[src/rtl/aes_ctr_pkg.sv]
`default_nettype none
// ============================================================================
//  Module      : aes_ctr_pkg
//  Description : Shared widths, types and helpers for the CTR-mode stream
//                sequencer in front of the inverse-cipher core.
//  Revision    : 1.0 - initial release
// ============================================================================
package aes_ctr_pkg;

    localparam int BLK_W = 128;
    localparam int CTR_W = 64;
    localparam int IV_W  = BLK_W - CTR_W;

    typedef enum logic [2:0] {
        NOIV    = 3'd0,
        WAIT_CT = 3'd1,
        START   = 3'd2,
        BUSY    = 3'd3,
        OUT     = 3'd4,
        DRAIN   = 3'd5
    } state_t;

    typedef logic [BLK_W-1:0] block_t;
    typedef logic [CTR_W-1:0] ctr_t;
    typedef logic [IV_W-1:0]  iv_t;

    // Counter block as presented to the cipher core: IV in the upper half,
    // block counter in the lower half.
    function automatic block_t make_ctr_block(input iv_t f_iv, input ctr_t f_ctr);
        return {f_iv, f_ctr};
    endfunction

endpackage
`default_nettype wire

[src/rtl/ctr_stream_ctrl_if.sv]
`default_nettype none
// ============================================================================
//  Module      : ctr_stream_ctrl_if
//  Description : Ciphertext-in / plaintext-out streams plus the request and
//                response bus toward the cipher core.
//  Revision    : 1.0 - initial release
// ============================================================================
interface ctr_stream_ctrl_if;
    import aes_ctr_pkg::*;

    // ciphertext input stream
    logic   ct_valid;
    logic   ct_ready;
    block_t ct_data;

    // plaintext output stream
    logic   pt_valid;
    logic   pt_ready;
    block_t pt_data;

    // cipher core request / response
    logic   core_start;
    block_t core_block;
    logic   core_ready;
    block_t core_out;

    // Sequencer side
    modport master (
        input  ct_valid, ct_data, pt_ready, core_ready, core_out,
        output ct_ready, pt_valid, pt_data, core_start, core_block
    );

    // Environment side: upstream source, downstream sink and cipher core
    modport slave (
        output ct_valid, ct_data, pt_ready, core_ready, core_out,
        input  ct_ready, pt_valid, pt_data, core_start, core_block
    );

endinterface
`default_nettype wire

[src/rtl/ctr_stream_ctrl_block_gen.sv]
`default_nettype none
// ============================================================================
//  Module      : ctr_block_gen
//  Description : Holds the IV and the 64-bit block counter, implements the
//                wrapping increment and drives the counter block seen by the
//                cipher core.
//  Revision    : 1.0 - initial release
// ============================================================================
module ctr_block_gen
    import aes_ctr_pkg::*;
(
    input  logic   clk,
    input  logic   rst,
    input  logic   load,       // latch iv, clear counter
    input  iv_t    iv,
    input  logic   incr,       // advance counter by one (wraps at 2^64)
    input  logic   track,      // core idle: counter block may follow iv/ctr
    output block_t core_block,
    output ctr_t   ctr_q
);

    iv_t    r_iv_q;
    ctr_t   r_ctr_q;
    block_t r_core_block;

    // Next counter value; load wins, the add wraps naturally at CTR_W bits.
    wire [CTR_W-1:0] w_ctr_nxt;
    assign w_ctr_nxt = load ? '0 : (incr ? (r_ctr_q + ctr_t'(1)) : r_ctr_q);

    // IV and counter registers
    always_ff @(posedge clk) begin
        if (rst) begin
            r_iv_q  <= '0;
            r_ctr_q <= '0;
        end else begin
            if (load) begin
                r_iv_q <= iv;
            end
            r_ctr_q <= w_ctr_nxt;
        end
    end

    // Counter block is frozen while the core owns it; it only follows the
    // IV/counter while the sequencer is idle (no block in flight).
    always_ff @(posedge clk) begin
        if (rst) begin
            r_core_block <= '0;
        end else if (track) begin
            r_core_block <= make_ctr_block(r_iv_q, r_ctr_q);
        end
    end

    assign core_block = r_core_block;
    assign ctr_q      = r_ctr_q;

endmodule
`default_nettype wire

[src/rtl/ctr_stream_ctrl.sv]
`default_nettype none
// ============================================================================
//  Module      : ctr_stream_ctrl
//  Description : Multi-block CTR-mode sequencer. Accepts ciphertext blocks,
//                requests one keystream block per ciphertext from the cipher
//                core, XORs and presents plaintext. Single-buffered.
//  Revision    : 1.0 - initial release
// ============================================================================
module ctr_stream_ctrl
    import aes_ctr_pkg::*;
(
    input  logic              clk,
    input  logic              rst,
    input  iv_t               iv,
    input  logic              load,
    output ctr_t              blk_cnt,
    ctr_stream_ctrl_if.master bus
);

    localparam logic [2:0] c_st_noiv    = NOIV;
    localparam logic [2:0] c_st_wait_ct = WAIT_CT;
    localparam logic [2:0] c_st_start   = START;
    localparam logic [2:0] c_st_busy    = BUSY;
    localparam logic [2:0] c_st_out     = OUT;
    localparam logic [2:0] c_st_drain   = DRAIN;

    logic [2:0] r_state;
    logic [2:0] w_state_nxt;
    block_t     r_ct_q;
    block_t     r_pt_data;
    logic       r_pt_valid;

    logic       w_ct_ready;
    logic       w_ct_fire;
    logic       w_pt_fire;
    logic       w_ks_take;
    logic       w_track;

    // load blocks both handshakes in the cycle it is asserted
    assign w_ct_ready = (r_state == c_st_wait_ct) && !load;
    assign w_ct_fire  = w_ct_ready && bus.ct_valid;
    assign w_pt_fire  = r_pt_valid && bus.pt_ready && !load;
    assign w_ks_take  = (r_state == c_st_busy) && bus.core_ready && !load;
    assign w_track    = (r_state == c_st_noiv) || (r_state == c_st_wait_ct);

    // Next-state selection; load overrides normal progress
    always_comb begin
        w_state_nxt = r_state;
        if (load) begin
            case (r_state)
                // request already issued: its response must still be swallowed
                c_st_start: w_state_nxt = c_st_drain;
                // a response arriving in the load cycle already settles the core
                c_st_busy,
                c_st_drain: w_state_nxt = bus.core_ready ? c_st_wait_ct : c_st_drain;
                default:    w_state_nxt = c_st_wait_ct;
            endcase
        end else begin
            case (r_state)
                c_st_noiv:    w_state_nxt = c_st_noiv;
                c_st_wait_ct: w_state_nxt = w_ct_fire ? c_st_start : c_st_wait_ct;
                c_st_start:   w_state_nxt = c_st_busy;
                c_st_busy:    w_state_nxt = bus.core_ready ? c_st_out : c_st_busy;
                c_st_out:     w_state_nxt = bus.pt_ready ? c_st_wait_ct : c_st_out;
                c_st_drain:   w_state_nxt = bus.core_ready ? c_st_wait_ct : c_st_drain;
                default:      w_state_nxt = c_st_noiv;
            endcase
        end
    end

    // State register
    always_ff @(posedge clk) begin
        if (rst) begin
            r_state <= c_st_noiv;
        end else begin
            r_state <= w_state_nxt;
        end
    end

    // Ciphertext buffer; a load discards whatever was captured
    always_ff @(posedge clk) begin
        if (rst || load) begin
            r_ct_q <= '0;
        end else if (w_ct_fire) begin
            r_ct_q <= bus.ct_data;
        end
    end

    // Plaintext output register, held until the downstream takes it
    always_ff @(posedge clk) begin
        if (rst) begin
            r_pt_valid <= 1'b0;
            r_pt_data  <= '0;
        end else if (load) begin
            r_pt_valid <= 1'b0;
        end else if (w_ks_take) begin
            r_pt_valid <= 1'b1;
            r_pt_data  <= bus.core_out ^ r_ct_q;
        end else if (w_pt_fire) begin
            r_pt_valid <= 1'b0;
        end
    end

    ctr_block_gen u_gen (
        .clk        (clk),
        .rst        (rst),
        .load       (load),
        .iv         (iv),
        .incr       (w_pt_fire),
        .track      (w_track),
        .core_block (bus.core_block),
        .ctr_q      (blk_cnt)
    );

    assign bus.ct_ready   = w_ct_ready;
    assign bus.pt_valid   = r_pt_valid && !load;
    assign bus.pt_data    = r_pt_data;
    assign bus.core_start = (r_state == c_st_start);

endmodule
`default_nettype wire
[src/flat_wrapper.sv]
// flat-port wrapper written by rule: the top's interface ports become plain ports
module ctr_stream_ctrl_flat import aes_ctr_pkg::*;
  (clk, rst, iv, load, blk_cnt, bus_ct_valid, bus_ct_data, bus_pt_ready, bus_core_ready, bus_core_out, bus_ct_ready, bus_pt_valid, bus_pt_data, bus_core_start, bus_core_block);
  ctr_stream_ctrl_if bus_i ();
  input  logic clk;
  input  logic rst;
  input  iv_t iv;
  input  logic load;
  output ctr_t blk_cnt;
  input wire logic [$bits(bus_i.ct_valid)-1:0] bus_ct_valid;
  input wire logic [$bits(bus_i.ct_data)-1:0] bus_ct_data;
  input wire logic [$bits(bus_i.pt_ready)-1:0] bus_pt_ready;
  input wire logic [$bits(bus_i.core_ready)-1:0] bus_core_ready;
  input wire logic [$bits(bus_i.core_out)-1:0] bus_core_out;
  output wire logic [$bits(bus_i.ct_ready)-1:0] bus_ct_ready;
  output wire logic [$bits(bus_i.pt_valid)-1:0] bus_pt_valid;
  output wire logic [$bits(bus_i.pt_data)-1:0] bus_pt_data;
  output wire logic [$bits(bus_i.core_start)-1:0] bus_core_start;
  output wire logic [$bits(bus_i.core_block)-1:0] bus_core_block;
  assign bus_i.ct_valid = bus_ct_valid;
  assign bus_i.ct_data = bus_ct_data;
  assign bus_i.pt_ready = bus_pt_ready;
  assign bus_i.core_ready = bus_core_ready;
  assign bus_i.core_out = bus_core_out;
  assign bus_ct_ready = bus_i.ct_ready;
  assign bus_pt_valid = bus_i.pt_valid;
  assign bus_pt_data = bus_i.pt_data;
  assign bus_core_start = bus_i.core_start;
  assign bus_core_block = bus_i.core_block;
  ctr_stream_ctrl u_core (.clk(clk), .rst(rst), .iv(iv), .load(load), .blk_cnt(blk_cnt), .bus(bus_i));
endmodule
[config.mk]
export PLATFORM = sky130hd
export DESIGN_NAME = ctr_stream_ctrl_flat
export DESIGN_NICKNAME = d
export VERILOG_FILES = /design/src/rtl/aes_ctr_pkg.sv /design/src/rtl/ctr_stream_ctrl_if.sv /design/src/rtl/ctr_stream_ctrl_block_gen.sv /design/src/rtl/ctr_stream_ctrl.sv /design/src/flat_wrapper.sv
export SDC_FILE = /design/constraint.sdc
export NUM_CORES = 1
export LEC_CHECK = 0
export ABC_AREA = 1
export CORE_AREA = 2 2 252 254
export CTS_CLUSTER_SIZE = 30
export DETAILED_ROUTE_END_ITERATION = 12
export DIE_AREA = 0 0 254 256
export SYNTH_ARGS = -nofsm -noshare
export SYNTH_HDL_FRONTEND = slang
export SYNTH_SLANG_ARGS = --single-unit
[constraint.sdc]
create_clock -name clk -period 2.15 [get_ports clk]
set_clock_uncertainty 0.2 [all_clocks]
set_input_delay 0.3225 -clock clk [delete_from_list [all_inputs] [get_ports clk]]
set_output_delay 0.3225 -clock clk [all_outputs]
set_load 0.01 [all_outputs]
==> impl_metrics.tcl <==
set metrics [dict create \
    die_h_um 256 \
    io-pin-count 649 \
    grt_max_degree 77 \
    placed_cells 4065 \
    port_buffers 648 \
    final_cell_mix "clkdlybuf4s50_1, nor2_1, dfxtp_1, o21ai_0, nand2_1" \
    r2r_setup_slack_ns 0.12 \
    hold_violations 0 \
    dp_slack_ns -0.2216 \
    die_area_sq_um 65020 \
    hold_buffers 0 \
    htree_levels 2 \
    synth_xor_area_share_pct 5.753 \
    avgViaCountPerCell 4.813 \
    numCtsBuffers 58 \
    synthAdderAreaFrac_pct 0.1209 \
    path_class "reg -> out" \
    p_per_area_nw_per_um2 692.0 \
    post-route-drc-count 0 \
    ff2ff_path_depth 8 \
    grt_pass1_wl_mm 119.5 \
    cts_num_sinks 516 \
    syn_inst 2590 \
    syn_area_per_cell_sq_um 7.994 \
    setup_slack_ns 0.04267 \
    post_drt_wl_per_cell_um 19.07 \
    muxShareOfSynthArea_pct 0 \
    final_common_cell "clkdlybuf4s50_1" \
    tritoncts "yes" \
    min_delay_path_depth 3 \
    crit_arrival_ns 1.58 \
    synth_seq_area_share_pct 49.89 \
    grt_pass1_vias 19861 \
    synth_compound_area_share_pct 18.21 \
    hold_end "u_core.r_ct_q[3]" \
    drv_cap 0 \
    crit_path_max_incr_delay_ns 0.66 \
    cts-root-buf "clkbuf_16" \
    nFillCells 6095 \
    grt_overflow 0 \
    drt-total-wl_mm 79.49 \
    drv_slew 0 \
    syn_area_sq_um 20700 \
    synth_cell_types 35 \
    p_leak_nw 11.24 \
    start_util_pct 33.18 \
    worst_setup_path_end_kind "primary output" \
    ys_ff_latch 516 \
    worstPathMaxFanout 2 \
    cts.path.max_buffers 3 \
    drt_pass1_iterations 5 \
    status "completed" \
    final-instance-count-excl-fill 4168 \
    core_sq_um 62390 \
    hpwl_mm 60.18 \
    worst_hold_path_type "in -> reg" \
    area_growth_pct 48.43 \
    gp_congestion 0.9074 \
    synth-warning-count 0 \
    regToRegEndpoint "u_core.u_gen.ctr_q[27]" \
    layout-drive-gt1-share_pct 14.17 \
    syn_nets 2918 \
    vias 20062 \
    first_iter_violations 1164 \
    slew_headroom_pct 49.13 \
    slowest_stage "clkdlybuf4s50_1" \
    clkLatencyLatePin_ns 0.61 \
    final_nets 3610 \
    setup_viol 0 \
    r2r-start "u_core.u_gen.ctr_q[24]" \
    yosys.area.top_type "dfxtp_1" \
    synth_top_family_by_area "simple AND/OR/NAND/NOR gates" \
    antenna_found_initial 16 \
    final_antenna_net_count 0 \
    gr-usage-all-layers_pct 23.72 \
    synth_top_area_share_pct 49.89 \
    yosys.area_share.simple_pct 20.36 \
    ir_drop_v 0.0005186 \
    path_buf_inv 1 \
    period_needed_ns 2.107 \
    cp-start-kind "flop" \
    die-width_um 254 \
    hold_start "bus_ct_data[3]" \
    post-route-period-util_pct 98.02 \
    grt_setup_unrepaired "yes" \
    fmax_mhz 474.5 \
    crit_chain "clkdlybuf4s50_1" \
    crit_required_ns 1.63 \
    yosys-top-cells-area "dfxtp_1, nor2_1, o21ai_0" \
    worstMarginPinSlew_ns 0.7630 \
    std_cell_rows 92 \
    power_w 0.02126 \
    path_delay_family "buffers and inverters" \
    clkTransAtPathRegs_ns 0.06 \
]
[cell families (layout without fill, tap and decap cells)]
kind of cell | Yosys count | count (layout)
compound gates | 683 | 683
xor+xnor | 136 | 136
fa+ha+maj | 2 | 2
buf+inv | 245 | 972
flops | 516 | 516
other cells | 0 | 5
simple gates | 1008 | 1008
[where the power goes]
group,internal (W),switching [W]
logic,0.00110,0.000909
registers,0.00979,0.000122
clock network,0.00542,0.00393
[synthesized netlist by cell type]
library cell,instances
nand3_1,44
a31oi_1,1
nand2_2,91
nand3_4,1
nor2_4,5
o21ai_0,347
buf_2,45
buf_4,2
inv_1,83
nor2_1,485
nand4_1,23
dfxtp_1,516
clkbuf_1,88
nor3_2,1
buf_1,7
o211ai_1,1
xor2_1,7
inv_2,6
nor3b_1,1
ha_1,2
nand2_1,343
or2_2,1
clkinv_1,1
xnor2_1,129
nor2_2,7
buf_8,1
buf_12,10
o21bai_1,2
o31ai_1,1
a21oi_1,240
o21a_1,1
nand3b_1,1
a21oi_2,90
nor3_1,5
buf_6,2
[stage by stage]
stage	TNS (ns)	cell area, sq um	hold WS (ns)	util, %
after floorplan	0	20700	0.1916	-
after global placement	-2.478	28860	0.2569	46.26
after detailed placement	-3.180	28860	0.2682	46.26
after CTS	-0.1327	30630	0.03092	49.10
after global routing	-0.07551	30720	0.05503	49.24
final	0	30730	0.07433	49.25
[worst max-delay path by stage]
| stage | cells after the start | slack, ns | start | end |
|---|---|---|---|---|
| finish | 1 | 0.04 | u_core.bus.pt_data[64] | bus_pt_data[64] |
| global route | 5 | -0.06 | u_core.r_state[0] | bus_ct_ready |
| CTS | 4 | -0.13 | u_core.r_state[2] | bus_ct_ready |
| detailed placement | 10 | -0.22 | bus_pt_ready | u_core.u_gen.ctr_q[57] |
| global placement | 10 | -0.19 | bus_pt_ready | u_core.u_gen.ctr_q[57] |
| floorplan | 10 | 0.36 | u_core.u_gen.ctr_q[1] | u_core.u_gen.ctr_q[54] |
[metal layers]
metal	vias to the layer above	part of all wire (%)	GRT usage, %
met5	-	0.24	0
met4	26	2.6	6.503
met3	136	8.5	7.363
met2	664	49	42.03
met1	9391	39	27.32
li1	9845	-	-
[state kept, by name, indices dropped and copies added, names as in the netlist]
name / count
u_core.bus.pt_data: 128
u_core.r_ct_q: 128
u_core.r_pt_valid: 1
u_core.r_state: 3
u_core.u_gen.core_block: 128
u_core.u_gen.ctr_q: 64
u_core.u_gen.r_iv_q: 64
[repair_timing]
item                                    in CTS  in global routing
pin swaps                                    0                  2
endpoints found under the setup margin      72                 30
resized for setup                          102                 31
buffers inserted                             1                  2
[layout make-up]
type | count | area, sq um | area share, %
Sequential cell | 516 | 10410 | 33.86
Multi-Input combinational cell | 1829 | 9250 | 30.10
Timing Repair Buffer | 787 | 7894 | 25.69
Clock buffer | 87 | 1672 | 5.440
Tap cell | 846 | 1059 | 3.445
Inverter | 90 | 359.1 | 1.169
Clock inverter | 8 | 77.57 | 0.2524
Antenna cell | 5 | 12.51 | 0.04072
(Power assumes the default switching activity.)
==> variant 1: new RTL, config.mk and constraints unchanged <==
Make the reset (`rst`) asynchronous in 4 clocked blocks.
--- a/src/rtl/ctr_stream_ctrl_block_gen.sv
+++ b/src/rtl/ctr_stream_ctrl_block_gen.sv
@@ -28,7 +28,7 @@
     assign w_ctr_nxt = load ? '0 : (incr ? (r_ctr_q + ctr_t'(1)) : r_ctr_q);
 
     // IV and counter registers
-    always_ff @(posedge clk) begin
+    always_ff @(posedge clk or posedge rst) begin
         if (rst) begin
             r_iv_q  <= '0;
             r_ctr_q <= '0;
@@ -42,7 +42,7 @@
 
     // Counter block is frozen while the core owns it; it only follows the
     // IV/counter while the sequencer is idle (no block in flight).
-    always_ff @(posedge clk) begin
+    always_ff @(posedge clk or posedge rst) begin
         if (rst) begin
             r_core_block <= '0;
         end else if (track) begin
--- a/src/rtl/ctr_stream_ctrl.sv
+++ b/src/rtl/ctr_stream_ctrl.sv
@@ -69,7 +69,7 @@
     end
 
     // State register
-    always_ff @(posedge clk) begin
+    always_ff @(posedge clk or posedge rst) begin
         if (rst) begin
             r_state <= c_st_noiv;
         end else begin
@@ -87,7 +87,7 @@
     end
 
     // Plaintext output register, held until the downstream takes it
-    always_ff @(posedge clk) begin
+    always_ff @(posedge clk or posedge rst) begin
         if (rst) begin
             r_pt_valid <= 1'b0;
             r_pt_data  <= '0;
Check against the original RTL: differs if rst is asserted again (counterexample within 4 cycles, from zero or initial values and one cycle with rst high); with rst held inactive, the same outputs for 4 cycles.
==> variant 1 against the unedited design <==
The run now ends with negative setup slack left. Routed wire length is 0.21% higher. Register-to-register slack worse by 0.03 ns. Setup slack worse by 0.059 ns. Synthesized area is 5.1% higher. Non-clock buffer count is 37 higher. Sequential cell count stayed put. Sequential share of layout area is 4.5 points higher. First-iteration DRC count is 18% higher. Final area is 4.5% higher.
Power is not compared: it rests on default switching activity, and its combinational part moved more than twofold at a synthesized area within 25%.
==> variant 1: results (changes against the unedited design) <==
- Synth cell count leaders: nand2_1 (501), dfrtp_1 (388), nor2_1 (260), a21oi_1 (258), nand3_1 (172)
- Setup violators final: 1 (+1)
- Largest delay contributor family on the critical path: flip-flops
- Status: finished, violations left
- Dpl cell area: 29,850 µm² (+3.4%)
- GP Congestion: 0.9400 (+3.6%)
- Syn_nets: 2,777 (-4.8%)
- Iteration-0 DRC Markers: 1,370 (+18%)
- Finished Layout Cells: 4,101 (-1.6%)
- Count of cell types in the netlist: 37 (+5.7%)
- Pre-CTS WS: -0.1754 ns (+0.04621 ns)
- Top FF cell, synth: dfrtp_1
- Synth top area cells: dfrtp_1 (45%), dfxtp_1 (12%), nand2_1 (8.6%)
- Via Count: 19,755 (-1.5%)
- Slew @ Worst Pin: 0.5856 ns (-0.1774 ns)
- Fin Setup TNS: -0.01667 ns (-0.01667 ns)
- Worst Path Max Fanout: 3 (+1)
- Failing checks: negative setup slack
- Routed wire per std cell: 19.42 µm (+1.8%)
- Post-DP HPWL: 58,050 µm (-3.5%)
- Worst Min Path Start: iv[35]
- Placed cells: 3,948 (-2.9%)
- Antenna violations before repair: 22 (+6)
- Largest net degree at the start of global routing: 133 (+73%)
- Slowest cell on crit path: dfrtp_2
- Global-route wire length before repair: 116,900 µm (-2.2%)
- Sequential area share after synthesis: 56.37% (+6.5 points)
- Top cell type's share of synthesized area: 44.60% (-5.3 points)
- CP startpoint: u_core.r_state[1]
- Fillcell total: 5,905 (-3.1%)
- Final worst slack: -0.01667 ns (-0.05934 ns)
variant 1: cell count changes after synthesis, moves of 121 or more:
cell,before,now
dfxtp_1,516,128
nor2_1,485,260
o21ai_0,347,103
nand2_1,343,501
nand3_1,44,172
dfrtp_1,0,388
o21ai_1,0,121
variant 1: layer usage:
metal	vias to the layer above	track usage (%)	share of wire, %
met5	-	0	0.21
met4	24	8.333	3.5
met3	158	8.319	9.3
met2	711	40.60	49
met1	9418	26.85	38
li1	9444	-	-
variant 1: kinds of logic after synthesis:
group / count (synthesis) / synth area share [%]
adder cells (fa/ha/maj): 2 / 0.1149
AO/OA/AOI/OAI: 490 / 11.35
multiplexers: 27 / 1.397
XOR/XNOR: 128 / 5.150
AND/OR/NAND/NOR: 996 / 19.10
flip-flops: 516 / 56.37
buffers and inverters: 290 / 6.518
variant 1: timing repair:
| item | 4_1_cts | 5_1_grt |
|---|---|---|
| endpoints found under the setup margin | 104 | 67 |
| buffers inserted | 27 | 6 |
| endpoints found under the hold margin | 26 | 0 |
| cloned | 0 | 2 |
| pin swaps | 0 | 4 |
| resized for setup | 119 | 42 |
| hold buffers | 4 | 0 |
variant 1: final timing paths:
kind,endpoint,slack (ns),cells past startpoint
max in group asynchronous,u_core.bus.pt_data[31],0.60,5
setup / recovery,bus_ct_ready,-0.02,4
setup reg to reg,u_core.u_gen.ctr_q[55],0.09,10
hold / removal,u_core.u_gen.r_iv_q[35],0.06,3
hold reg to reg,u_core.r_ct_q[34],0.27,2
min in group asynchronous,u_core.u_gen.ctr_q[1],0.58,4
variant 1: area by class of cell:
type,instances,share of cell area [%]
Inverter,158,1.867
Sequential cell,516,38.34
Tap cell,846,3.298
Timing Repair Buffer,824,25.26
Antenna cell,9,0.07017
Clock inverter,15,0.4795
Multi-Input combinational cell,1643,25.48
Clock buffer,90,5.204
==> variant 2: new RTL, config.mk and constraints unchanged <==
Without the edit above. Set the package constant `CTR_W` to 96 (it was 64).
--- a/src/rtl/aes_ctr_pkg.sv
+++ b/src/rtl/aes_ctr_pkg.sv
@@ -8,7 +8,7 @@
 package aes_ctr_pkg;
 
     localparam int BLK_W = 128;
-    localparam int CTR_W = 64;
+    localparam int CTR_W = 96;
     localparam int IV_W  = BLK_W - CTR_W;
 
     typedef enum logic [2:0] {
Ports: changed (resized blk_cnt and iv); port bits go from 649 to 649. The function was not compared with the original's and may differ.
==> variant 2 against the unedited design <==
Setup slack got worse by 0.011 ns. Sequential cell count did not move. Largest cell class unchanged. Synthesized area rose by 4.0%. First-iteration DRC count rose by 40%. Maximum frequency fell by 0.54%. Final area rose by 4.1%. Highest routed layer unchanged. Via count rose by 9.0%. Power rose by 0.56%. Clock power rose by 10%. Routed wire length rose by 12%.
==> variant 2: results (changes against the unedited design) <==
- Final #Nets: 3,911 (+8.3%)
- Leak: 0.01224 µW (+8.9%)
- Vias in the first global route: 20,676 (+4.1%)
- Routed wire per std cell: 19.77 µm (+3.6%)
- Setup Buffers After CTS: 3 (+2)
- Worst Min Path Start: bus_ct_data[50]
- Antenna violations before repair: 17 (+1)
- Post-DP HPWL: 65,270 µm (+8.5%)
- Syn_nets: 3,196 (+9.5%)
- Sequential area share after synthesis: 47.96% (-1.9 points)
- Placed cells: 4,397 (+8.2%)
- Hold path endpoint: u_core.r_ct_q[50]
- Sw Pwr: 4932 µW (-0.53%)
- Post-CTS sizing: 179 (+75%)
- CP endpoint: blk_cnt[52]
- Count of cell types in the netlist: 36 (+2.9%)
- Total track usage: 26.35% (+2.6 points)
- Largest net degree at the start of global routing: 134 (+74%)
- Via Count: 21,860 (+9.0%)
- CP startpoint: u_core.u_gen.ctr_q[52]
- Final period utilization: 98.54% (+0.53 points)
- Worst Path Max Fanout: 4 (+2)
- Worst path max stage delay: 0.56 ns (-0.10 ns)
- Global-route wire length before repair: 131,300 µm (+9.8%)
- Count leader, synth: nand2_1
- Iteration-0 DRC Markers: 1,625 (+40%)
- Clk_lat worst skew: 0.63 ns (+0.02 ns)
- GP Congestion: 0.9537 (+5.1%)
- Fillcell total: 6,167 (+1.2%)
- Launching point of the worst reg2reg path: u_core.u_gen.ctr_q[0]
- Status: finished clean
- DR pass1 iterations: 6 (+1)
- Max VDD drop: 625.4 µV (+21%)
- Synth top area cells: dfxtp_1 (48%), nand2_1 (11%), nor2_1 (8.3%)
- Crit Reg-Reg Endpoint: u_core.u_gen.ctr_q[88]
- Layout cells sized above 1: 10.98% (-3.2 points)
- Routed WL: 89,220 µm (+12%)
- Arr. time, crit path: 1.60 ns (+0.02 ns)
variant 2: cell types whose count changed in the layout (fill, tap and decap cells not counted), sizes merged, moves of 24 or more:
cell           change
inv               +24
nand2            +228
nand3            +154
o21ai            -159
buf               +29
dlygate4sd2       +41
clkdlybuf4s50     -43
xor2             +133
xnor2            -120
variant 2: cell families after synthesis:
group | after synthesis | share of synthesized area (%)
buffers and inverters | 275 | 5.537
XOR/XNOR | 149 | 6.059
AO/OA/AOI/OAI | 539 | 12.61
adder cells (fa/ha/maj) | 2 | 0.1162
flip-flops | 516 | 47.96
AND/OR/NAND/NOR | 1419 | 27.71
variant 2: cell type report:
| class | count | area (µm²) | area share [%] |
|---|---|---|---|
| sequential | 516 | 10460 | 32.69 |
| multi-input combinational | 2109 | 10100 | 31.57 |
| timing repair buffer | 816 | 7966 | 24.89 |
| clock buffer | 91 | 1757 | 5.489 |
| tap | 846 | 1059 | 3.308 |
| inverter | 114 | 444.2 | 1.388 |
| clock inverter | 14 | 193.9 | 0.6060 |
| antenna | 8 | 20.02 | 0.06255 |
variant 2: stage by stage:
stage               instance area (µm²)  hold slack (ns)  setup TNS, ns
floorplan                         21540           0.2495              0
global placement                  29890           0.2474         -4.521
detailed placement                29890           0.2515         -5.462
CTS                               31900          0.01887        -0.1460
global route                      32000          0.02787       -0.02701
finish                            32000          0.04225              0
variant 2: metal layers:
layer / wire length [µm] / track usage (%)
met3: 7036 / 6.926
met4: 2688 / 8.480
met1: 38090 / 33.70
met5: 116 / 0
met2: 41290 / 43.03
variant 2: power groups by stage:
stage / registers (µW) / logic, µW / clock network [µW]
after CTS: 9690 / 1400 / 10500
after floorplan: 9940 / 509 / 0
after global placement: 9930 / 1380 / 0
after global routing: 9700 / 1510 / 10900
final: 9690 / 1390 / 10300
after detailed placement: 9930 / 1380 / 0
